--- src/rtl/instr_loader.sv ---
// UART program loader: receives 8N1 bytes, assembles little-endian 32-bit words
// and streams them into instruction memory until the 0xFFFFFFFF terminator arrives.
module instr_loader #(
   parameter int unsigned CLKS_PER_BIT = 868
) (
   input  logic        clk,
   input  logic        rst,
   input  logic        uart_rx,
   output logic [31:0] write_byte_address,
   output logic [31:0] write_instr_data,
   output logic        write_instr_valid,
   output logic        start,
   output logic        loading,
   output logic        frame_error
);

   localparam int unsigned CNT_W   = (CLKS_PER_BIT > 1) ? $clog2(CLKS_PER_BIT) : 1;
   localparam int unsigned HALF_M1 = CLKS_PER_BIT / 2 - 1;
   localparam int unsigned FULL_M1 = CLKS_PER_BIT - 1;
   localparam logic [31:0] TERMINATOR = 32'hFFFF_FFFF;

   typedef enum logic [1:0] {
      RX_IDLE,
      RX_START,
      RX_DATA,
      RX_STOP
   } rx_state_e;

   typedef enum logic {
      LD_LOAD,
      LD_RUN
   } ld_state_e;

   logic             rx_meta_q;
   logic             rx_sync_q;
   rx_state_e        rx_state_q;
   logic [CNT_W-1:0] clk_cnt_q;
   logic [2:0]       bit_cnt_q;
   logic [7:0]       shift_q;
   logic [7:0]       byte_q;
   logic             byte_valid_q;
   logic             frame_error_q;

   ld_state_e        ld_state_q;
   logic [1:0]       byte_idx_q;
   logic [31:0]      word_q;
   logic [31:0]      addr_q;
   logic [31:0]      wr_addr_q;
   logic [31:0]      wr_data_q;
   logic             wr_valid_q;
   logic             start_q;
   logic             loading_q;
   logic [31:0]      full_word;

   // Two-flop synchronizer; idles high so reset does not look like a start bit.
   always_ff @(posedge clk) begin
      if (rst) begin
         rx_meta_q <= 1'b1;
         rx_sync_q <= 1'b1;
      end else begin
         rx_meta_q <= uart_rx;
         rx_sync_q <= rx_meta_q;
      end
   end

   // Receiver FSM: mid-bit sampling, start-bit glitch rejection, stop-bit check.
   always_ff @(posedge clk) begin
      if (rst) begin
         rx_state_q    <= RX_IDLE;
         clk_cnt_q     <= '0;
         bit_cnt_q     <= '0;
         shift_q       <= '0;
         byte_q        <= '0;
         byte_valid_q  <= 1'b0;
         frame_error_q <= 1'b0;
      end else begin
         byte_valid_q <= 1'b0;
         unique case (rx_state_q)
            RX_IDLE: begin
               if (!rx_sync_q) begin
                  rx_state_q <= RX_START;
                  clk_cnt_q  <= '0;
                  bit_cnt_q  <= '0;
               end
            end
            RX_START: begin
               if (clk_cnt_q == CNT_W'(HALF_M1)) begin
                  clk_cnt_q  <= '0;
                  rx_state_q <= rx_sync_q ? RX_IDLE : RX_DATA;
               end else begin
                  clk_cnt_q <= clk_cnt_q + CNT_W'(1);
               end
            end
            RX_DATA: begin
               if (clk_cnt_q == CNT_W'(FULL_M1)) begin
                  clk_cnt_q <= '0;
                  shift_q   <= {rx_sync_q, shift_q[7:1]};
                  if (bit_cnt_q == 3'd7) begin
                     rx_state_q <= RX_STOP;
                  end else begin
                     bit_cnt_q <= bit_cnt_q + 3'd1;
                  end
               end else begin
                  clk_cnt_q <= clk_cnt_q + CNT_W'(1);
               end
            end
            RX_STOP: begin
               if (clk_cnt_q == CNT_W'(FULL_M1)) begin
                  clk_cnt_q  <= '0;
                  rx_state_q <= RX_IDLE;
                  if (rx_sync_q) begin
                     byte_q       <= shift_q;
                     byte_valid_q <= 1'b1;
                  end else begin
                     frame_error_q <= 1'b1;
                  end
               end else begin
                  clk_cnt_q <= clk_cnt_q + CNT_W'(1);
               end
            end
            default: rx_state_q <= RX_IDLE;
         endcase
      end
   end

   assign full_word = {byte_q, word_q[23:0]};

   // Loader FSM: packs bytes into lanes, strobes complete words, halts on terminator.
   always_ff @(posedge clk) begin
      if (rst) begin
         ld_state_q <= LD_LOAD;
         byte_idx_q <= '0;
         word_q     <= '0;
         addr_q     <= '0;
         wr_addr_q  <= '0;
         wr_data_q  <= '0;
         wr_valid_q <= 1'b0;
         start_q    <= 1'b0;
         loading_q  <= 1'b0;
      end else begin
         wr_valid_q <= 1'b0;
         start_q    <= (ld_state_q == LD_RUN);
         if (ld_state_q == LD_LOAD && byte_valid_q) begin
            if (byte_idx_q == 2'd3) begin
               wr_valid_q <= 1'b1;
               wr_data_q  <= full_word;
               wr_addr_q  <= addr_q;
               addr_q     <= addr_q + 32'd4;
               byte_idx_q <= '0;
               loading_q  <= 1'b0;
               if (full_word == TERMINATOR) begin
                  ld_state_q <= LD_RUN;
               end
            end else begin
               word_q[8*byte_idx_q +: 8] <= byte_q;
               byte_idx_q <= byte_idx_q + 2'd1;
               loading_q  <= 1'b1;
            end
         end
      end
   end

   assign write_byte_address = wr_addr_q;
   assign write_instr_data   = wr_data_q;
   assign write_instr_valid  = wr_valid_q;
   assign start              = start_q;
   assign loading            = loading_q;
   assign frame_error        = frame_error_q;

endmodule

--- config.mk ---
export PLATFORM = sky130hd
export DESIGN_NAME = instr_loader
export DESIGN_NICKNAME = d
export VERILOG_FILES = /design/src/rtl/instr_loader.sv
export SDC_FILE = /design/constraint.sdc
export NUM_CORES = 1
export LEC_CHECK = 0
export BUFFER_PORTS_ARGS = -buffer_cell sky130_fd_sc_hd__clkbuf_2
export CORE_ASPECT_RATIO = 0.9
export CORE_MARGIN = 2
export CORE_UTILIZATION = 50
export CTS_CLUSTER_DIAMETER = 40
export CTS_CLUSTER_SIZE = 24
export DETAILED_ROUTE_END_ITERATION = 8
export GPL_TIMING_DRIVEN = 0
export PLACE_DENSITY_LB_ADDON = 0.15
export SLEW_MARGIN = 20
export SYNTH_ARGS = -nofsm -noshare
export SYNTH_HDL_FRONTEND = slang
export SYNTH_SLANG_ARGS = --single-unit
--- constraint.sdc ---
create_clock -name clk -period 2.7 [get_ports clk]
set_clock_uncertainty 0.1 [all_clocks]
set_input_delay 0.54 -clock clk [delete_from_list [all_inputs] [get_ports clk]]
set_output_delay 0.54 -clock clk [all_outputs]
set_load 0.005 [all_outputs]
==> flow_summary.json <==
{
  "outcome": "finished, final reports clean",
  "regArea_sq_um": 3143,
  "insertion_delay_ps": 430,
  "cts_tree": "done",
  "synth_common_cells": "nand2_1, dfxtp_1, a21oi_1, nand3_1, nor2_1",
  "ys_ff_latch": 157,
  "yosysMostFrequentCell": "nand2_1",
  "startpoint": "byte_idx_q[0]",
  "cts_root_buf": "clkbuf_16",
  "initial_core_util": 0.5101,
  "hold_class": "in2reg",
  "vias": 5721,
  "overflow": 0,
  "worst_ep_arrival_time_ps": 2470,
  "endpoint": "addr_q[28]",
  "leakagePower_uw": 0.002748,
  "drc": 0,
  "grt_pass1_vias": 5386,
  "drv_cap": 0,
  "multi_input_area_sq_um": 3055,
  "fin_ws_ps": 446.1,
  "finalMaxSlewViolations": 0,
  "rrSetupSlack_ps": 450,
  "clkSinkCount": 157,
  "grt_busiest_layer": "met2",
  "max_freq_mhz": 443.7,
  "finalHoldViolCount": 0,
  "numCtsBuffers": 17,
  "post-dp-hpwl_um": 11020,
  "nets": 881,
  "synthDistinctLibCells": 49,
  "ys.flop_type": "dfxtp_1",
  "die-height_um": 111.9,
  "ctsLongestPathBuffers": 2,
  "gp_congestion": 0.8306,
  "boundaryPins": 71,
  "syn2layout_area_growth_pct": 17.46,
  "num_rows": 39,
  "p_per_area_nw_per_um2": 627.8,
  "post-place-ws_ps": 212.5,
  "routed_via_density": 5.485,
  "grtUsageTotal": 0.2361,
  "ir_drop_v": 0.0005805,
  "grt_max_degree": 17,
  "wl_per_cell_um": 14.98,
  "r2r-end": "addr_q[28]",
  "synth_top_area_frac": 0.4857,
  "htreeDepth": 4,
  "grtUsageMet3": 0.05738,
  "syn_inst": 781,
  "use_met2": 0.3912,
  "diodes": 0,
  "slew_headroom": 0.3924,
  "drtIter0Drc": 370,
  "reg2regPathDepth": 6,
  "cts-hold-fix-buffers": 0,
  "ys_seq_area_frac": 0.4857,
  "clk_pin_slew_ps": 60,
  "critPathLaunchType": "flop",
  "core_area_sq_um": 12690,
  "worstPathRequired_ps": 2910,
  "syn-cell-area_sq_um": 6471,
  "worstReg2RegStart": "byte_idx_q[0]",
  "synth_warnings": 0,
  "nFillCells": 1147,
  "ys_async_sr_fraction": 0,
  "grt_pass1_wl_um": 25850,
  "yosysTopAreaCell": "dfxtp_1",
  "period_needed_ps": 2254,
  "antenna_found_initial": 0,
  "use_met1": 0.3007,
  "wirelength_um": 15630,
  "die_w_um": 123.9,
  "io_buffers": 67,
  "drive_above_1_share": 0.1479,
  "synth-edff-count": 0,
  "rsz0062_at_grt": "false",
  "worst-path-max-fanout": 10,
  "die_area_sq_um": 13870,
  "worst_slew_pin_slew_ps": 909.5,
  "dr.pass1.iters": 5,
  "crit_path_end_kind": "flop",
  "post_cts_resized": 0,
  "drtAntennaViolNets": 0,
  "fin_crit_sh": 0.8348,
  "yosys-top-cells-area": "dfxtp_1, nand2_1, a21oi_1",
  "post_cts_buffers": 0,
  "tns_ps": 0,
  "syn_area_per_cell_sq_um": 8.286,
  "path_class": "reg2reg",
  "setup-violations-final": 0
}
-- per-layer routing --
| metal | share of wire | vias to the layer above |
|---|---|---|
| met5 | 0 | - |
| met3 | 0.051 | 21 |
| met4 | 0.015 | 0 |
| li1 | - | 2846 |
| met1 | 0.45 | 2720 |
| met2 | 0.48 | 134 |
-- power breakdown --
group          internal [uW]  switching, uW
registers               2320           1.69
logic                   21.7           61.9
clock network           1470            898
total                   3810            961
-- worst max-delay path, cell delays in order (launching register included) --
cell and delay [ps]:
dfxtp_1 400, ha_1 240, and4b_1 310, buf_2 250, nand3_1 210, nor4_1 250, mux2_2 360
-- how the worst min path moves through the flow --
stage,start,endpoint,depth (start not counted)
2_1_floorplan,rx_meta_q,rx_sync_q,1
3_3_place_gp,rx_meta_q,rx_sync_q,1
3_5_place_dp,rx_meta_q,rx_sync_q,1
4_1_cts,uart_rx,rx_meta_q,2
5_1_grt,uart_rx,rx_meta_q,2
6_report,uart_rx,rx_meta_q,2
-- stage by stage --
step / std cells / area (sq um) / hold WS, ps / total power (uW) / utilization
after global placement: 1013 / 7015 / 293.5 / 2452 / 0.5530
after CTS: 1043 / 7601 / 193.7 / 4805 / 0.5991
after global routing: 1043 / 7601 / 201.3 / 4904 / 0.5991
after floorplan: 782 / 6475 / 289.5 / 2430 / -
final: 1043 / 7601 / 201.0 / 4772 / 0.5991
after detailed placement: 1013 / 7015 / 294.6 / 2454 / 0.5530
-- placed cells by master (no fill, tap or decap), types with 3 or more instances in the layout --
master     Yosys  layout
nand3_1       43      43
inv_1         14      14
nor2_1        32      32
buf_4          4       4
clkbuf_1      23      25
or4_1          5       5
buf_2         11      11
a21oi_1      111     111
nand4_1       18      18
and3_1         7       7
or3_1          5       5
nor3b_1        5       5
clkbuf_2       0      67
buf_1         11      11
or2_2          3       3
and2_1         8       8
ha_1          10      10
and4_1         4       4
mux2i_1       12      12
dfxtp_1      157     157
and4b_1        3       3
nand2b_1      19      19
nor3_1        11      11
nor2b_1       12      12
clkbuf_8       0       5
clkbuf_16      0      17
o21ai_0       16      16
xnor2_1        3       3
o31ai_1        6       6
xor2_1         9       9
mux2_2         9       9
clkinv_2       0       3
nand2_1      182     182
nor4_1         4       4
a31oi_1        4       4
-- layout make-up --
class | instances | area share
plain buffers | 50 | 0.02947
clock buffers | 24 | 0.06601
clock inverters | 6 | 0.01103
inverters | 14 | 0.006914
multi-input cells | 561 | 0.4020
flip-flops and latches | 157 | 0.4135
well taps | 164 | 0.02700
repair buffers | 67 | 0.04412
-- registers in the layout, summed over array words and instances, names as in the netlist, named ones only --
name	count
write_instr_data	32
write_byte_address	30
byte_valid_q	1
frame_error	1
byte_idx_q	2
start	1
clk_cnt_q	10
write_instr_valid	1
loading	1
byte_q	8
rx_meta_q	1
shift_q	8
word_q	24
addr_q	30
rx_state_q	1
ld_state_q	1
bit_cnt_q	3
rx_sync_q	1
-- logic make-up (layout without fill, tap and decap cells) --
group                    after synthesis  count (layout)  share of synthesized area
adder cells (fa/ha/maj)               10              10                    0.01933
AO/OA/AOI/OAI                        147             147                     0.1251
multiplexers                          21              21                    0.03422
other                                  1               2                  0.0005795
AND/OR/NAND/NOR                      369             369                     0.2761
flip-flops                           157             157                     0.4857
buffers and inverters                 64             161                    0.04273
XOR/XNOR                              12              12                    0.01624
(Power assumes the default switching activity.)
